$ cat config.mk
export PLATFORM = sky130hd
export DESIGN_NAME = multicycle_sequencer
export DESIGN_NICKNAME = d
export VERILOG_FILES = /design/src/rtl/multicycle_sequencer.sv
export SDC_FILE = /design/constraint.sdc
export NUM_CORES = 1
export LEC_CHECK = 0
export ABC_AREA = 1
export BUFFER_PORTS_ARGS = -buffer_cell sky130_fd_sc_hd__buf_2
export CORE_AREA = 3 3 66 93
export CTS_CLUSTER_SIZE = 25
export DETAILED_ROUTE_END_ITERATION = 8
export DIE_AREA = 0 0 69 96
export MAX_ROUTING_LAYER = met4
export PLACE_DENSITY = 0.5
export SLEW_MARGIN = 20
export SYNTH_ARGS = -nofsm -noshare
export SYNTH_HDL_FRONTEND = slang
export SYNTH_SLANG_ARGS = --single-unit
export TNS_END_PERCENT = 50
$ cat constraint.sdc
create_clock -name clk -period 1.8 [get_ports clk]
set_input_delay 0.18 -clock clk [delete_from_list [all_inputs] [get_ports clk]]
set_output_delay 0.18 -clock clk [all_outputs]
set_load 0.02 [all_outputs]
$ cat src/rtl/multicycle_sequencer.sv
// Multi-cycle control sequencer: FETCH/DECODE/EXEC/MEM/WB; R/I 4, LOAD 5, STORE 4, BRANCH 3 cycles.
// Memory backpressure: FETCH and MEM hold mem_req with stable address/direction until mem_ready.
module multicycle_sequencer #(
   parameter int CNT_W        = 16,
   parameter bit ILLEGAL_HALT = 1'b1
) (
   input  logic             clk,
   input  logic             rst,
   input  logic [31:0]      instruction,
   input  logic             zero,
   input  logic             mem_ready,
   output logic             mem_req,
   output logic             iord,
   output logic             memReadWrite,
   output logic             ir_write,
   output logic             pc_write,
   output logic             PCsrc,
   output logic             ALUsrc,
   output logic [1:0]       immSel,
   output logic [2:0]       ALUop,
   output logic             memToReg,
   output logic             RegWrite,
   output logic             retire,
   output logic             halted,
   output logic [CNT_W-1:0] instr_count,
   output logic [2:0]       state
);

   typedef enum logic [2:0] {
      IDLE   = 3'd0,
      FETCH  = 3'd1,
      DECODE = 3'd2,
      EXEC   = 3'd3,
      MEM    = 3'd4,
      WB     = 3'd5,
      HALT   = 3'd6
   } state_t;

   typedef enum logic [2:0] {
      CL_R, CL_I, CL_LOAD, CL_STORE, CL_BRANCH, CL_ILLEGAL
   } class_t;

   state_t           cur;
   logic [3:0]       opcode;
   logic [CNT_W-1:0] count;
   class_t           cls;
   logic [1:0]       dec_imm;
   logic             dec_src;
   logic [2:0]       dec_op;
   logic             alu_on;
   logic             unused_instr;

   assign unused_instr = ^{instruction[31:14], instruction[11:6], instruction[3:0]};
   assign state        = cur;
   assign instr_count  = count;

   always_comb begin
      cls     = CL_ILLEGAL;
      dec_imm = 2'b00;
      dec_src = 1'b0;
      dec_op  = 3'b000;
      case (opcode)
         4'b0011: begin cls = CL_R; end
         4'b1011: begin cls = CL_R; dec_op = 3'b001; end
         4'b0111: begin cls = CL_R; dec_op = 3'b010; end
         4'b0001: begin cls = CL_I; dec_imm = 2'b01; dec_src = 1'b1; end
         4'b1001: begin cls = CL_I; dec_imm = 2'b01; dec_src = 1'b1; dec_op = 3'b001; end
         4'b0101: begin cls = CL_I; dec_imm = 2'b01; dec_src = 1'b1; dec_op = 3'b010; end
         4'b1000: begin cls = CL_LOAD; dec_imm = 2'b01; dec_src = 1'b1; end
         4'b1010: begin cls = CL_STORE; dec_imm = 2'b10; dec_src = 1'b1; end
         4'b0010: begin cls = CL_BRANCH; dec_imm = 2'b11; dec_op = 3'b011; end
         default: ;
      endcase
   end

   always_comb begin
      mem_req      = 1'b0;
      iord         = 1'b0;
      memReadWrite = 1'b0;
      ir_write     = 1'b0;
      pc_write     = 1'b0;
      PCsrc        = 1'b0;
      memToReg     = 1'b0;
      RegWrite     = 1'b0;
      retire       = 1'b0;
      halted       = 1'b0;
      alu_on       = 1'b0;
      case (cur)
         FETCH: begin
            mem_req = 1'b1;
            if (mem_ready) begin
               ir_write = 1'b1;
               pc_write = 1'b1;
            end
         end
         DECODE: begin
            alu_on = 1'b1;
            // Without halting, an illegal opcode finishes here as a NOP
            if (cls == CL_ILLEGAL && !ILLEGAL_HALT) retire = 1'b1;
         end
         EXEC: begin
            alu_on = 1'b1;
            if (cls == CL_BRANCH) begin
               pc_write = zero;
               PCsrc    = zero;
               retire   = 1'b1;
            end
         end
         MEM: begin
            alu_on       = 1'b1;
            mem_req      = 1'b1;
            iord         = 1'b1;
            memReadWrite = (cls == CL_STORE);
            if (mem_ready && cls == CL_STORE) retire = 1'b1;
         end
         WB: begin
            alu_on   = 1'b1;
            RegWrite = 1'b1;
            retire   = 1'b1;
            memToReg = (cls != CL_LOAD);
         end
         HALT: halted = 1'b1;
         default: ;
      endcase
      immSel = alu_on ? dec_imm : 2'b00;
      ALUsrc = alu_on ? dec_src : 1'b0;
      ALUop  = alu_on ? dec_op  : 3'b000;
   end

   always_ff @(posedge clk) begin
      if (rst) begin
         cur    <= IDLE;
         opcode <= 4'b0000;
         count  <= '0;
      end else begin
         if (retire) count <= count + {{(CNT_W-1){1'b0}}, 1'b1};
         case (cur)
            IDLE:  cur <= FETCH;
            FETCH: begin
               if (mem_ready) begin
                  opcode <= {instruction[13:12], instruction[5:4]};
                  cur    <= DECODE;
               end
            end
            DECODE: begin
               if (cls == CL_ILLEGAL) cur <= ILLEGAL_HALT ? HALT : FETCH;
               else                   cur <= EXEC;
            end
            EXEC: begin
               case (cls)
                  CL_R, CL_I:         cur <= WB;
                  CL_LOAD, CL_STORE:  cur <= MEM;
                  default:            cur <= FETCH;
               endcase
            end
            MEM: begin
               if (mem_ready) cur <= (cls == CL_STORE) ? FETCH : WB;
            end
            WB:      cur <= FETCH;
            HALT:    cur <= HALT;
            default: cur <= IDLE;
         endcase
      end
   end

endmodule

Word-level counts from Yosys, hierarchy flattened
Index checks and enable logic that the tools add are counted.
{ "word_totals": {"output_inout_bits": 35, "regBits": 23} }
{ "op_classes": {"n_addsub": 1, "muxes": 28, "n_reduce_logical": 16, "eq_ne": 23} }
{ "ops": {"columns": ["op", "count"], "rows": [
  ["$pmux 3 s6", 1],
  ["$add 16x1->16 const B", 1],
  ["$eq 4x4->1 const B", 4],
  ["$eq 3x3->1 const B", 5],
  ["$mux 1", 15],
  ["$mux 3", 5],
  ["$pmux 3 s5", 1],
  ["$eq 3x2->1 const B", 4],
  ["$pmux 2 s3", 2],
  ["$reduce_or 2->1", 6],
  ["$eq 4x2->1 const B", 2],
  ["$eq 4x3->1 const B", 2],
  ["$reduce_or 4->1", 2],
  ["$eq 3x1->1 const B", 2],
  ["$logic_not 3->1", 2],
  ["$pmux 3 s2", 1],
  ["$reduce_or 3->1", 2],
  ["$reduce_or 5->1", 1],
  ["$eq 4x1->1 const B", 1],
  ["$ne 2x2->1 const B", 2],
  ["$reduce_and 2->1", 2],
  ["$ne 3x2->1 const B", 1],
  ["$pmux 1 s3", 1],
  ["$mux 2", 1],
  ["other kinds (2)", 2]
]} }

Longest topological paths before layout
{ "depth": {"word_depth": 7, "depth_mapped": 10, "mapped_depth_nobuf": 10} }

Worst setup path after synthesis
No wires, ideal clock.
{ "synth_timing": {"path_type": "reg-to-reg", "start": "register cur[2] (netlist: state[2])", "end": "register count[0] (netlist: instr_count[0])", "stages_incl_launch_ff": 8, "path_slack_ns": 0.055, "required_time_ns": 1.687, "arrival_ns": 1.632, "path_buffers": 0, "setup_time_ns": 0.113, "cell_sequence": "dfxtp_1 > nand2_1 > nor2_1 > nor2_4 > a21boi_4 > nand2_1 > nand2_1 > nor2_1"} }
{ "synth_between": {"elab_chain_len": 2, "elab_cells_between_ends": 4} }
{ "synth_lines": {"columns": ["item", "line_no", "text"], "rows": [
  ["from (decl)", "43", "state_t cur;"],
  ["from (signal assigned)", "146", "if (cls == CL_ILLEGAL) cur <= ILLEGAL_HALT ? HALT : FETCH;"],
  ["from (signal assigned)", "157", "if (mem_ready) cur <= (cls == CL_STORE) ? FETCH : WB;"],
  ["$eq 3x3->1 or $eq 3x2->1 (tied branches)", "88", "case (cur)"],
  ["$pmux 1 s3 *", "88", null],
  ["via retire", "23", "output logic retire,"],
  ["to (signal assigned)", "136", "if (retire) count <= count + {{(CNT_W-1){1'b0}}, 1'b1};"],
  ["to (decl)", "45", "logic [CNT_W-1:0] count;"]
]} }
The timed path passes the listed nets; every way through them passes the cells marked *.
A chain may end at the register's enable or synchronous reset.

Worst setup path in the final report
{ "layout_timing": {"start": "register cur[0] (netlist: state[0])", "end": "output port retire"} }
{ "layout_between": {"elab_chain_len": 2, "elab_cells_between_ends": 4} }
{ "layout_lines": {"columns": ["item", "line_no"], "rows": [
  ["$eq 3x3->1 or $eq 3x2->1 (tied branches)", "88"],
  ["$pmux 1 s3 *", "88"],
  ["to (decl)", "23"]
]} }
Mark *: on every way between the ends. The rest lies on a longest branch, timed or not.

==> results.md <==
Outcome
• **run status** complete, no violations

Logic synthesis
• **post-synthesis instance area** 0.00159 mm^2
• **register bit total from synthesis** 23
• **number of unique standard cell types used by synthesis** 30
• **compound-gate portion of the synthesized area** 14.6%
• **synth warn** 0
• **Post-Syn Instances** 235
• **xor/xnor share of the synthesized area** 5.51%
• **syn nets** 273
• **adder and majority gate portion of the synthesized area** 1.57%
• **post-synthesis average cell area** 6.76 um^2
• **main combinational cell family by area after synthesis** simple AND/OR/NAND/NOR gates
• **fraction of synthesized area in multiplexers** 0%
• **area fraction in and, or, nand and nor cells after synthesis** 40.0%
• **fraction of the yosys area taken by sequential cells** 29.0%

Placement
• **placed wire-length estimate after detailed placement** 3200 um
• **setup slack at placement** 206 ps
• **RePlAce Congestion** 0.874
• **number of buffers added on ports** 41
• **Placement Cell Area** 0.00186 mm^2
• **placed cell count** 343

Route
• **aggregate routed wire length** 4100 um
• **first-pass iteration count of the detailed router** 4
• **DRC** 0
• **detail-routed via count per cell** 4.55
• **residual antenna-violating net count after detailed routing** 0
• **Wirelength per Cell** 11.8 um
• **number of vias in the routed layout** 1582
• **Iteration-0 DRC Markers** 48

Layout
• **post-layout instance area** 0.00193 mm^2
• **end-of-flow core utilization** 35.5%
• **number of non-filler instances in the completed layout** 348
• **most frequent cells in the layout** sky130_fd_sc_hd__nand2_1 (51), sky130_fd_sc_hd__buf_2 (40), sky130_fd_sc_hd__nor2_1 (30)
• **share of cells above drive strength 1** 33.9%
• **Synth-to-Final Area Change** 21.6%
• **n_diodes** 0
• **most common cell after layout, fill and taps aside** sky130_fd_sc_hd__nand2_1
• **Total Nets Final** 319

CTS
• **post-CTS clock slew at the launch and capture registers of the worst setup and hold paths** 90 ps
• **CTS Buf Count** 3
• **clk sink count** 23
• **worst-skew pair later-pin latency** 270 ps
• **cell at the root of the clock tree** sky130_fd_sc_hd__clkbuf_8
• **clock buffer depth** 2
• **CTS Hold Bufs** 0
• **TritonCTS clock tree** built
• **H-tree depth** 1

GRT
• **All-Layer GR Usage** 13.5%
• **maximum number of pins on one net before global-route repair** 17
• **global route overflow** 0
• **vias in the first global route** 1546
• **initial antenna violation count** 0
• **first-pass GRT wire length** 7110 um

Critical path
• **worst endpoint required time** 1620 ps
• **type of the worst setup path** reg -> out
• **arrival time at the worst endpoint** 1530 ps
• **startpoint type of the worst setup path** flop
• **largest delay contributor family on the critical path** simple AND/OR/NAND/NOR gates
• **cells along the critical path** inv_2 > nor2_2 > nand2_2 > nor2_4 > nor2_4 > a21boi_4 > buf_4
• **library cell contributing the largest single delay on the critical path** sky130_fd_sc_hd__dfxtp_2
• **cell with the most instances on the worst path** sky130_fd_sc_hd__nor2_4
• **number of buffer and inverter stages on the critical path** 2
• **element type at the critical path end** output port
• **Critical Path Max Stage Delay** 360 ps
• **worst-path maximum fanout** 4

Run
• **number of maximum-capacitance constraint violations** 0

Floorplanning
• **row count** 32
• **floorplan die width** 69 um
• **Top Ports** 71
• **starting density of the core** 29.2%
• **Core Footprint** 0.00545 mm^2
• **Die Footprint** 0.00662 mm^2
• **Chip Height** 96 um

Timing
• **Final Slew Violations** 0
• **Final min period** 1710 ps
• **smallest setup slack after layout** 90.6 ps
• **Final Skew** 7.11 ps
• **Post-Route Setup TNS** 0 ps
• **final hold violation count** 0
• **unrepaired setup endpoints after global routing** false
• **number of setup violations in the final report** 0
• **crit share post-route** 95.0%
• **peak clock frequency supported by timing** 585 MHz

Pwr
• **Peak supply drop** 195 uV
• **power density cells** 714 mW/mm^2
• **static leakage power** 0.840 nW

Min path
• **class of the most critical hold timing path** in -> reg

## layout make-up
type	count	area, um^2
tap	68	85.1
inverter	26	97.6
multi-input combinational	181	992
timing repair buffer	46	245
clock buffer	3	41.3
fill	619	3510
sequential	23	465
clock inverter	1	5.00
## synth_stat cells (all sizes together)
cell type / number / area, um^2
a21boi: 1 / 18.8
a21oi: 24 / 158
a31oi: 1 / 6.26
and2: 1 / 6.26
buf: 4 / 42.5
clkbuf: 1 / 3.75
conb: 1 / 3.75
dfxtp: 23 / 460
ha: 2 / 25.0
inv: 26 / 97.6
nand2: 68 / 313
nand3: 20 / 105
nand4: 4 / 25.0
nor2: 37 / 174
nor3: 1 / 5.00
nor3b: 1 / 7.51
o21ai: 10 / 50.0
xnor2: 4 / 35.0
xor2: 6 / 52.6
## registers in the layout (all words and copies together) (netlist names)
register and flops:
opcode 4, state 3, instr_count 16
## cell families (layout without fill, tap and decap cells)
logic type | Yosys count | after routing
xor gates and xnor gates | 10 | 10
AOI/OAI and AO/OA | 36 | 36
adders and majority gates | 2 | 2
DFF | 23 | 23
and+or+nand+nor | 132 | 132
buffers and inverters | 31 | 76
other | 1 | 1
## path summary, 6_finish.rpt
kind | from | endpoint | slack (ps) | depth (start not counted)
max | state[0]$_SDFFE_PP0P_ | retire | 90 | 7
min | instruction[13] | opcode[3]$_SDFFE_PP0P_ | 190 | 3
max reg2reg | state[0]$_SDFFE_PP0P_ | instr_count[15]$_SDFFE_PP0P_ | 210 | 10
min reg2reg | instr_count[13]$_SDFFE_PP0P_ | instr_count[13]$_SDFFE_PP0P_ | 490 | 2
## power breakdown
part	internal, mW	total [mW]	switching (mW)
combinational	0.146	0.458	0.312
sequential	0.545	0.593	0.0475
clock	0.155	0.328	0.173
## metrics by stage
stage / power [mW] / hold WS [ps]
final: 1.38 / 188
after global routing: 1.47 / 216
after CTS: 1.39 / 187
after detailed placement: 1.06 / 470
after global placement: 1.06 / 460
after floorplan: 0.934 / 344
## tightest hold or removal path, cell delays in order
cell,delay (ps)
sky130_fd_sc_hd__buf_2,70
sky130_fd_sc_hd__o21ai_0,70
sky130_fd_sc_hd__a21oi_1,100
## what timing repair did
item | CTS | global route
buffers inserted | 1 | 0
pin swaps | 1 | 0
gates cloned | 0 | 0
resized for setup | 1 | 7
endpoints found under the setup margin | 1 | 6
## metal layers
layer  share of wire (%)  track usage, %  up-vias
met5                   0               -        -
met4                 1.6            4.40        0
met3                 4.5            2.40        5
met2                  51            25.1       38
met1                  43            14.6      707
li1                    -               -      832
Power figures use the tool's default switching activity.
